File: src/rtl/nibble_serial_adder.sv
// ---------------------------------------------------------------------------
// nibble_serial_adder
//   Serial adder/subtractor. It uses a single 4-bit carry-lookahead slice and
//   processes one nibble per clock, starting with the LSB nibble. An operation
//   takes exactly NIBBLES cycles from accept to out_valid.
//
// Ports
//   clk        : single clock, rising edge
//   rst        : synchronous, active-high reset
//   a, b       : W-bit operands, sampled only on accept
//   sub        : 0 = a+b, 1 = a-b, sampled only on accept
//   in_valid   : request present
//   in_ready   : block is idle and can accept a request
//   sum        : W-bit result, held until the next operation completes
//   cout       : carry out of bit W-1 (for subtract, 1 = no borrow)
//   overflow   : two's-complement overflow
//   zero       : sum == 0
//   out_valid  : result and flags valid
//   out_ready  : consumer takes the result
//
// Also contains cla_full: the combinational 4-bit CLA slice.
// ---------------------------------------------------------------------------

module cla_full (
  input  logic [3:0] a,
  input  logic [3:0] b,
  input  logic       cin,
  output logic [3:0] sum,
  output logic       cout
);
  logic [3:0] g;
  logic [3:0] p;
  logic [4:0] c;

  assign g = a & b;
  assign p = a ^ b;

  // Fully expanded lookahead carries. No carry ripples through the slice.
  assign c[0] = cin;
  assign c[1] = g[0] | (p[0] & c[0]);
  assign c[2] = g[1] | (p[1] & g[0]) | (p[1] & p[0] & c[0]);
  assign c[3] = g[2] | (p[2] & g[1]) | (p[2] & p[1] & g[0])
              | (p[2] & p[1] & p[0] & c[0]);
  assign c[4] = g[3] | (p[3] & g[2]) | (p[3] & p[2] & g[1])
              | (p[3] & p[2] & p[1] & g[0])
              | (p[3] & p[2] & p[1] & p[0] & c[0]);

  assign sum  = p ^ c[3:0];
  assign cout = c[4];
endmodule

module nibble_serial_adder #(
  parameter int NIBBLES = 4
) (
  input  logic                 clk,
  input  logic                 rst,
  input  logic [4*NIBBLES-1:0] a,
  input  logic [4*NIBBLES-1:0] b,
  input  logic                 sub,
  input  logic                 in_valid,
  output logic                 in_ready,
  output logic [4*NIBBLES-1:0] sum,
  output logic                 cout,
  output logic                 overflow,
  output logic                 zero,
  output logic                 out_valid,
  input  logic                 out_ready
);
  localparam int W    = 4 * NIBBLES;
  localparam int IDXW = (NIBBLES > 1) ? $clog2(NIBBLES) : 1;

  localparam logic [1:0] IDLE = 2'd0;
  localparam logic [1:0] CALC = 2'd1;
  localparam logic [1:0] DONE = 2'd2;

  logic [1:0]      state_reg;
  logic [IDXW-1:0] idx_reg;
  logic            carry_reg;
  logic [W-1:0]    a_reg;
  logic [W-1:0]    b_reg;      // B already inverted for subtract
  logic [W-1:0]    acc_reg;
  logic [W-1:0]    sum_reg;
  logic            cout_reg;
  logic            overflow_reg;
  logic            zero_reg;

  logic [3:0]      a_nib [NIBBLES];
  logic [3:0]      b_nib [NIBBLES];
  logic [3:0]      slice_sum;
  logic            slice_cout;
  logic [W-1:0]    final_sum;
  logic            last_nibble;

  // final_sum is the accumulator with the current nibble replaced by the
  // slice output. On the last CALC edge, this is the complete result. This
  // lets the flags be computed in the same edge that stores the last nibble.
  for (genvar gi = 0; gi < NIBBLES; gi++) begin : g_nib
    assign a_nib[gi] = a_reg[gi*4 +: 4];
    assign b_nib[gi] = b_reg[gi*4 +: 4];
    assign final_sum[gi*4 +: 4] = (idx_reg == IDXW'(gi)) ? slice_sum
                                                          : acc_reg[gi*4 +: 4];
  end

  cla_full u_slice (
    .a    (a_nib[idx_reg]),
    .b    (b_nib[idx_reg]),
    .cin  (carry_reg),
    .sum  (slice_sum),
    .cout (slice_cout)
  );

  assign last_nibble = (idx_reg == IDXW'(NIBBLES - 1));

  always_ff @(posedge clk) begin
    if (rst) begin
      state_reg    <= IDLE;
      idx_reg      <= '0;
      carry_reg    <= 1'b0;
      a_reg        <= '0;
      b_reg        <= '0;
      acc_reg      <= '0;
      sum_reg      <= '0;
      cout_reg     <= 1'b0;
      overflow_reg <= 1'b0;
      zero_reg     <= 1'b0;
    end else begin
      case (state_reg)
        IDLE: begin
          if (in_valid) begin
            a_reg     <= a;
            b_reg     <= b ^ {W{sub}};
            carry_reg <= sub;          // +1 completes two's-complement negate
            idx_reg   <= '0;
            state_reg <= CALC;
          end
        end
        CALC: begin
          acc_reg   <= final_sum;
          carry_reg <= slice_cout;
          if (last_nibble) begin
            sum_reg      <= final_sum;
            cout_reg     <= slice_cout;
            overflow_reg <= (a_reg[W-1] == b_reg[W-1]) &&
                            (final_sum[W-1] != a_reg[W-1]);
            zero_reg     <= (final_sum == '0);
            idx_reg      <= '0;
            state_reg    <= DONE;
          end else begin
            idx_reg <= idx_reg + IDXW'(1);
          end
        end
        DONE: begin
          if (out_ready) state_reg <= IDLE;
        end
        default: state_reg <= IDLE;
      endcase
    end
  end

  assign in_ready  = (state_reg == IDLE);
  assign out_valid = (state_reg == DONE);
  assign sum       = sum_reg;
  assign cout      = cout_reg;
  assign overflow  = overflow_reg;
  assign zero      = zero_reg;
endmodule

File: config.mk
export PLATFORM = sky130hd
export DESIGN_NAME = nibble_serial_adder
export DESIGN_NICKNAME = d
export VERILOG_FILES = /design/src/rtl/nibble_serial_adder.sv
export SDC_FILE = /design/constraint.sdc
export NUM_CORES = 1
export LEC_CHECK = 0
export BUFFER_PORTS_ARGS = -buffer_cell sky130_fd_sc_hd__buf_2
export CAP_MARGIN = 20
export CORE_ASPECT_RATIO = 2
export CORE_UTILIZATION = 40
export DETAILED_ROUTE_END_ITERATION = 6
export SLEW_MARGIN = 10
export SYNTH_ARGS = -nofsm -noshare
export SYNTH_HDL_FRONTEND = slang
export SYNTH_SLANG_ARGS = --single-unit
File: constraint.sdc
create_clock -name clk -period 3.3 [get_ports clk]
set_input_delay 0.33 -clock clk [delete_from_list [all_inputs] [get_ports clk]]
set_output_delay 0.33 -clock clk [all_outputs]
set_load 0.01 [all_outputs]
Yosys cells after proc, flatten, opt, wreduce, memory -nomap -nowiden:

Index checks and enable logic that the tools add are counted.

* output and inout port bits: 21
* logic and storage cells: 81
* input bits: 37
* register bits after elaboration: 72

* bitwise gates (word level): 31
* equality and inequality tests: 10
* magnitude comparators: 1
* reduce and logical (&&, ||, !) cells: 9
* multiplexer cells: 19
* add/subtract/negate cells: 1

Operators with widths (number)
* 4-bit 2-to-1 mux: 8
* 1-bit bitwise AND: 16
* 4-bit binary-select mux with 2-bit select: 2
* 16-bit zero test: 1
* 16-bit bitwise XOR: 1
* 2-bit 2-to-1 mux: 5
* 1-bit OR: 10
* 4-bit bitwise XOR: 2
* 2-bit == test, second input constant: 3
* 2-bit case mux with 3 select lines: 1
* 2-bit AND reduction: 3
* 4-bit bitwise AND: 1
* 2-bit by 1-bit == test with 1-bit output, second input constant: 2
* 2-bit zero test: 2
* 2-bit != test, second input constant: 2
* 2-bit case mux with 2 select lines: 1
* 3-bit >= comparator, second input constant: 1
* 2-bit NOT with 3-bit output: 1
* 3-bit AND reduction: 1
* 2-bit by 1-bit adder with 2-bit output, second input constant: 1
* 2-bit by 1-bit != test with 1-bit output, second input constant: 1
* 1-bit case mux with 2 select lines: 1
* 2-bit nonzero test: 1
* 1-bit == test: 1
* other kinds (3): 3

Longest topological paths before layout:

* depth after elaboration: 13
* mapped depth: 8
* gate-level depth less buffers: 7

Cells and area by module:

From an unflattened synthesis, not the netlist that was laid out.

* cell total of the unflattened synthesis: 363
* area, all modules: 3329.4 sq um

By module, submodules not included
* nibble_serial_adder: area each 3181.8 sq um, times used 1, sequential area each 1421.4 sq um, cells an instance 346
* cla_full: area each 147.6 sq um, times used 1, sequential area each 0.0 sq um, cells an instance 17

Least setup slack after synthesis:

Ideal clock, no wire load.

* path type: register to register
* start: register idx_reg[0]
* end: register zero_reg, in the netlist zero
* setup time: 0.096 ns
* slack: 0.518 ns
* data required time: 3.204 ns
* stages on the path, launching flop included: 9
* arrival time: 2.686 ns
* buffers on the path: 1
* period minus slack after synthesis: 2.782 ns
* cells stage by stage: dfxtp_1 > buf_2 > mux4_2 > fa_1 > xnor2_2 > o21ai_0 > nor4b_1 > o211ai_1 > o41ai_2

* cells in the longest elaborated chain, start to end: 12
* elaborated cells on any way between the ends: 35
* those cells by class: 3 x eq/ne; 10 x mux; 19 x bitwise; 3 x reduce/logical

Ends and longest elaborated chain
* start: declaration: line 77 `logic [IDXW-1:0] idx_reg;`
* start signal: assignment: line 149 `idx_reg <= idx_reg + IDXW'(1);`
* 2-bit NOT with 3-bit output (not written as such): line 105, 106
* 4-bit binary-select mux with 2-bit select, on equally long branches: line 105, 106
* 4-bit 2-to-1 mux, on equally long branches (2 in a row): line 105, 106
* 4-bit bitwise XOR / 4-bit bitwise AND (equally long branches): line 36, 35
* 1-bit bitwise AND, on equally long branches: line 42, 43
* 1-bit OR, or another cell as far along: line 42 `assign c[3] = g[2] | (p[2] & g[1]) | (p[2] & p[1] & g[0])`
* 1-bit OR / 1-bit bitwise AND (equally long branches): line 42, 43
* 1-bit OR: line 43 `| (p[2] & p[1] & p[0] & c[0]);`
* 4-bit bitwise XOR: line 48 `assign sum = p ^ c[3:0];`
* 4-bit 2-to-1 mux: line 100 `assign final_sum[gi*4 +: 4] = (idx_reg == IDXW'(gi)) ? slice_sum`
* 16-bit zero test: line 145 `zero_reg <= (final_sum == '0);`
* end signal: assignment: line 145
* end: declaration: line 85 `logic zero_reg;`

Several ways; a longest one is shown, not always the timed one. The select of a mux whose other input is x is not followed.
A chain may end at the register's enable or synchronous reset.

Worst setup path after layout:

* start: register idx_reg[0]
* end: register sum_reg[10], in the netlist sum[10]

* cells in the longest elaborated chain, start to end: 10
* elaborated cells on any way between the ends: 19
* those cells by class: 2 x eq/ne; 7 x mux; 9 x bitwise; 1 x reduce/logical

Ends and longest elaborated chain
* 2-bit NOT with 3-bit output (not written as such): line 105, 106
* 4-bit binary-select mux with 2-bit select, on equally long branches: line 105, 106
* 4-bit 2-to-1 mux, on equally long branches (2 in a row): line 105, 106
* 4-bit bitwise XOR / 4-bit bitwise AND (equally long branches): line 36, 35
* 1-bit bitwise AND: line 41 `assign c[2] = g[1] | (p[1] & g[0]) | (p[1] & p[0] & c[0]);`
* 1-bit OR / 1-bit bitwise AND (equally long branches): line 41
* 1-bit OR: line 41
* 4-bit bitwise XOR: line 48
* 4-bit 2-to-1 mux: line 100
* end signal: assignment: line 141 `sum_reg <= final_sum;`
* end: declaration: line 82 `logic [W-1:0] sum_reg;`

Several ways; a longest one is shown, not always the timed one. The select of a mux whose other input is x is not followed.

==> summary.md <==
| Metric | Value |
|---|---|
| First-pass GRT wire length | 12100 um |
| Min Tclk post-route | 2870 ps |
| Worst-margin pin slew | 591 ps |
| Via count | 2547 |
| Critical Path Source Type | flop |
| Die H | 128 um |
| Unrepaired setup endpoints after global routing | false |
| Fmax | 348 MHz |
| ANT cells | 0 |
| IO buf count | 57 |
| Cell Count, Final, Fillers Out | 497 |
| Critical Path RT | 3550 ps |
| Overall Global Routing Usage | 19.7% |
| Total placed cells including tap cells | 481 |
| CTS resizes | 0 |
| Post-CTS Setup Bufs | 0 |
| Highest routed layer | met4 |
| Core area | 7600 um^2 |
| Pre-CTS setup slack | 442 ps |
| GPL Wtd Cong | 0.878 |
| Hold Path Class | input pin to flop |
| Detailed Place HPWL | 5450 um |
| Final Hold Fails | 0 |
| Status | finished clean |
| Root Driver | clkbuf_16 |
| CP Max Fanout | 8 |
| Final Setup Violations | 0 |
| Layout cells sized above 1 | 23.6% |
| Count of different cell masters after synthesis | 37 |
| Tcrit/Tclk final | 87.0% |
| Wire per inst | 14.5 um |
| Sequential-to-total area share from yosys stat | 43.1% |
| Max_cap viols | 0 |
| Yosys reg bits | 68 |
| Nets@finish | 444 |
| Post-synthesis cell count | 351 |
| Net Count, Synth | 397 |
| Post-route setup slack | 428 ps |
| WL met1 | 2760 um |
| Skew-Pair Late Insertion Delay | 330 ps |
| Initial antenna violation count | 0 |
| DIE WIDTH | 64.8 um |
| Syn Area/Cell | 9.00 um^2 |
| DR vias/cell | 5.12 |
| Largest net degree at the start of global routing | 42 |
| Final wirelength | 7210 um |
| # hold bufs at CTS | 0 |
| Path type of the worst setup path | flop to flop |
| Initial Util | 41.6% |
| R2R Setup Slk | 430 ps |
| CTS clk-pin slew, worst paths | 50 ps |
| I/O pins | 58 |
| DRC viols | 0 |
| Die Area | 8280 um^2 |
| DRT Pass-1 Iters | 4 |
| Mapped Area | 3160 um^2 |
| Yosys Warn Count | 0 |
| Worst clock skew | 5.58 ps |
| Arrival time at the worst endpoint | 3120 ps |
| Setup_tns | 0 ps |
| Final Max Slew Viols | 0 |
| Vias in the first global route | 2482 |
| Met3 wire length | 299 um |
| Pwr dens | 548 nW/um^2 |
| TritonCTS Buffers | 9 |
| Slew margin rel. | 60.4% |
| Routed met2 length | 3950 um |
| Clk buf depth | 2 |
| Layout Utilization | 49.6% |
| Area Growth Syn to Fin | 19.3% |
| Clock sinks | 68 |
| Grt total ovfl | 0 |
| Peak VDD IR | 0.293 mV |
| CTS H-tree depth | 3 |
| Leak Pwr | 1.53 nW |
| CTS tree | built |
| Critical Path End Type | flop |
| Antenna Nets Post-Route | 0 |
| Initial DRC count | 134 |
| Row count | 45 |
==> through the flow <==
| stage | power (mW) | hold WS [ps] | instance area [um^2] |
|---|---|---|---|
| after floorplan | 1.13 | 432 | 3160 |
| after global placement | 1.22 | 439 | 3500 |
| after detailed placement | 1.22 | 444 | 3500 |
| after CTS | 2.09 | 224 | 3770 |
| after global routing | 2.17 | 239 | 3770 |
| final | 2.07 | 235 | 3770 |
==> synth_stat cells (all sizes together) <==
library cell	instances	area (um^2)
a211oi	25	193
a21oi	33	165
a22oi	1	7.51
a311oi	5	43.8
and2	2	12.5
and2b	1	8.76
buf	11	55.1
clkbuf	18	67.6
dfxtp	68	1360
fa	1	20.0
ha	8	100
inv	2	7.51
mux2	1	11.3
mux2i	13	130
mux4	8	180
nand2	55	206
nand2b	3	18.8
nand3	3	15.0
nand3b	3	22.5
nor2	43	161
nor2b	5	31.3
nor3	6	30.0
nor4	1	6.26
nor4b	1	8.76
o211ai	4	30.0
o21a	1	7.51
o21ai	5	25.0
o21ba	1	10.0
o311a	1	10.0
o41ai	1	16.3
or3	1	6.26
xnor2	19	181
xor2	1	8.76
==> cell type report <==
class | count | area [um^2]
fill | 764 | 3830
multi-input combinational | 252 | 1670
sequential | 68 | 1360
timing repair buffer | 65 | 345
clock buffer | 11 | 243
tap | 94 | 118
clock inverter | 5 | 27.5
inverter | 2 | 7.51
==> cells in the final DEF, fill, tap and decap left out <==
cell,n
dfxtp_1,68
buf_2,57
nand2_1,55
nor2_1,43
a21oi_1,33
a211oi_1,24
xnor2_1,17
mux2i_1,13
clkbuf_16,9
mux4_2,8
ha_1,8
buf_4,8
nor3_1,6
nor2b_1,5
o21ai_0,5
a311oi_1,5
o211ai_1,4
clkinv_2,4
nand2b_1,3
nand3b_1,3
nand3_1,3
inv_1,2
and2_1,2
xnor2_2,2
or3_1,1
a22oi_1,1
a211oi_2,1
o21ba_2,1
and2b_2,1
xor2_1,1
nor4_1,1
nor4b_1,1
mux2_2,1
o311a_1,1
o41ai_2,1
o21a_1,1
fa_1,1
clkinvlp_4,1
clkbuf_8,1
clkbuf_1,1
==> per-layer routing <==
metal / global-route usage (%) / vias to the layer above
met2: 34.7 / 59
met5: 0 / -
li1: - / 1318
met1: 20.8 / 1155
met4: 9.93 / 0
met3: 5.52 / 15
==> report_power, final <==
group          total [mW]  internal [mW]  switching [mW]
Clock               0.859          0.522           0.337
Sequential          0.895          0.862          0.0330
Combinational       0.310          0.139           0.172
==> final timing paths <==
check | depth (start not counted) | start | endpoint
max | 7 | idx_reg[0]$_SDFFE_PP0P_ | sum[10]$_SDFFE_PP0P_
min | 3 | a[15] | a_reg[15]$_SDFFE_PP0P_
max reg2reg | 7 | idx_reg[0]$_SDFFE_PP0P_ | sum[10]$_SDFFE_PP0P_
min reg2reg | 2 | sum[5]$_SDFFE_PP0P_ | sum[5]$_SDFFE_PP0P_
==> worst max-delay path, cell delays in order (launching register included) <==
cell and delay, ps:
dfxtp_1 600, mux4_2 610, ha_1 320, a211oi_2 260
nor2_1 110, xor2_1 490, mux2i_1 160, a211oi_1 240
==> cells by family (layout without fill, tap and decap cells) <==
logic type,Yosys count,count (layout),share of synthesized area (%)
compound gates,77,77,16.1
xor+xnor,20,20,6.02
fa+ha+maj,9,9,3.80
buf+inv,31,83,4.12
flops,68,68,43.1
mux,22,22,10.2
simple gates,124,124,16.7
(Power assumes the default switching activity.)
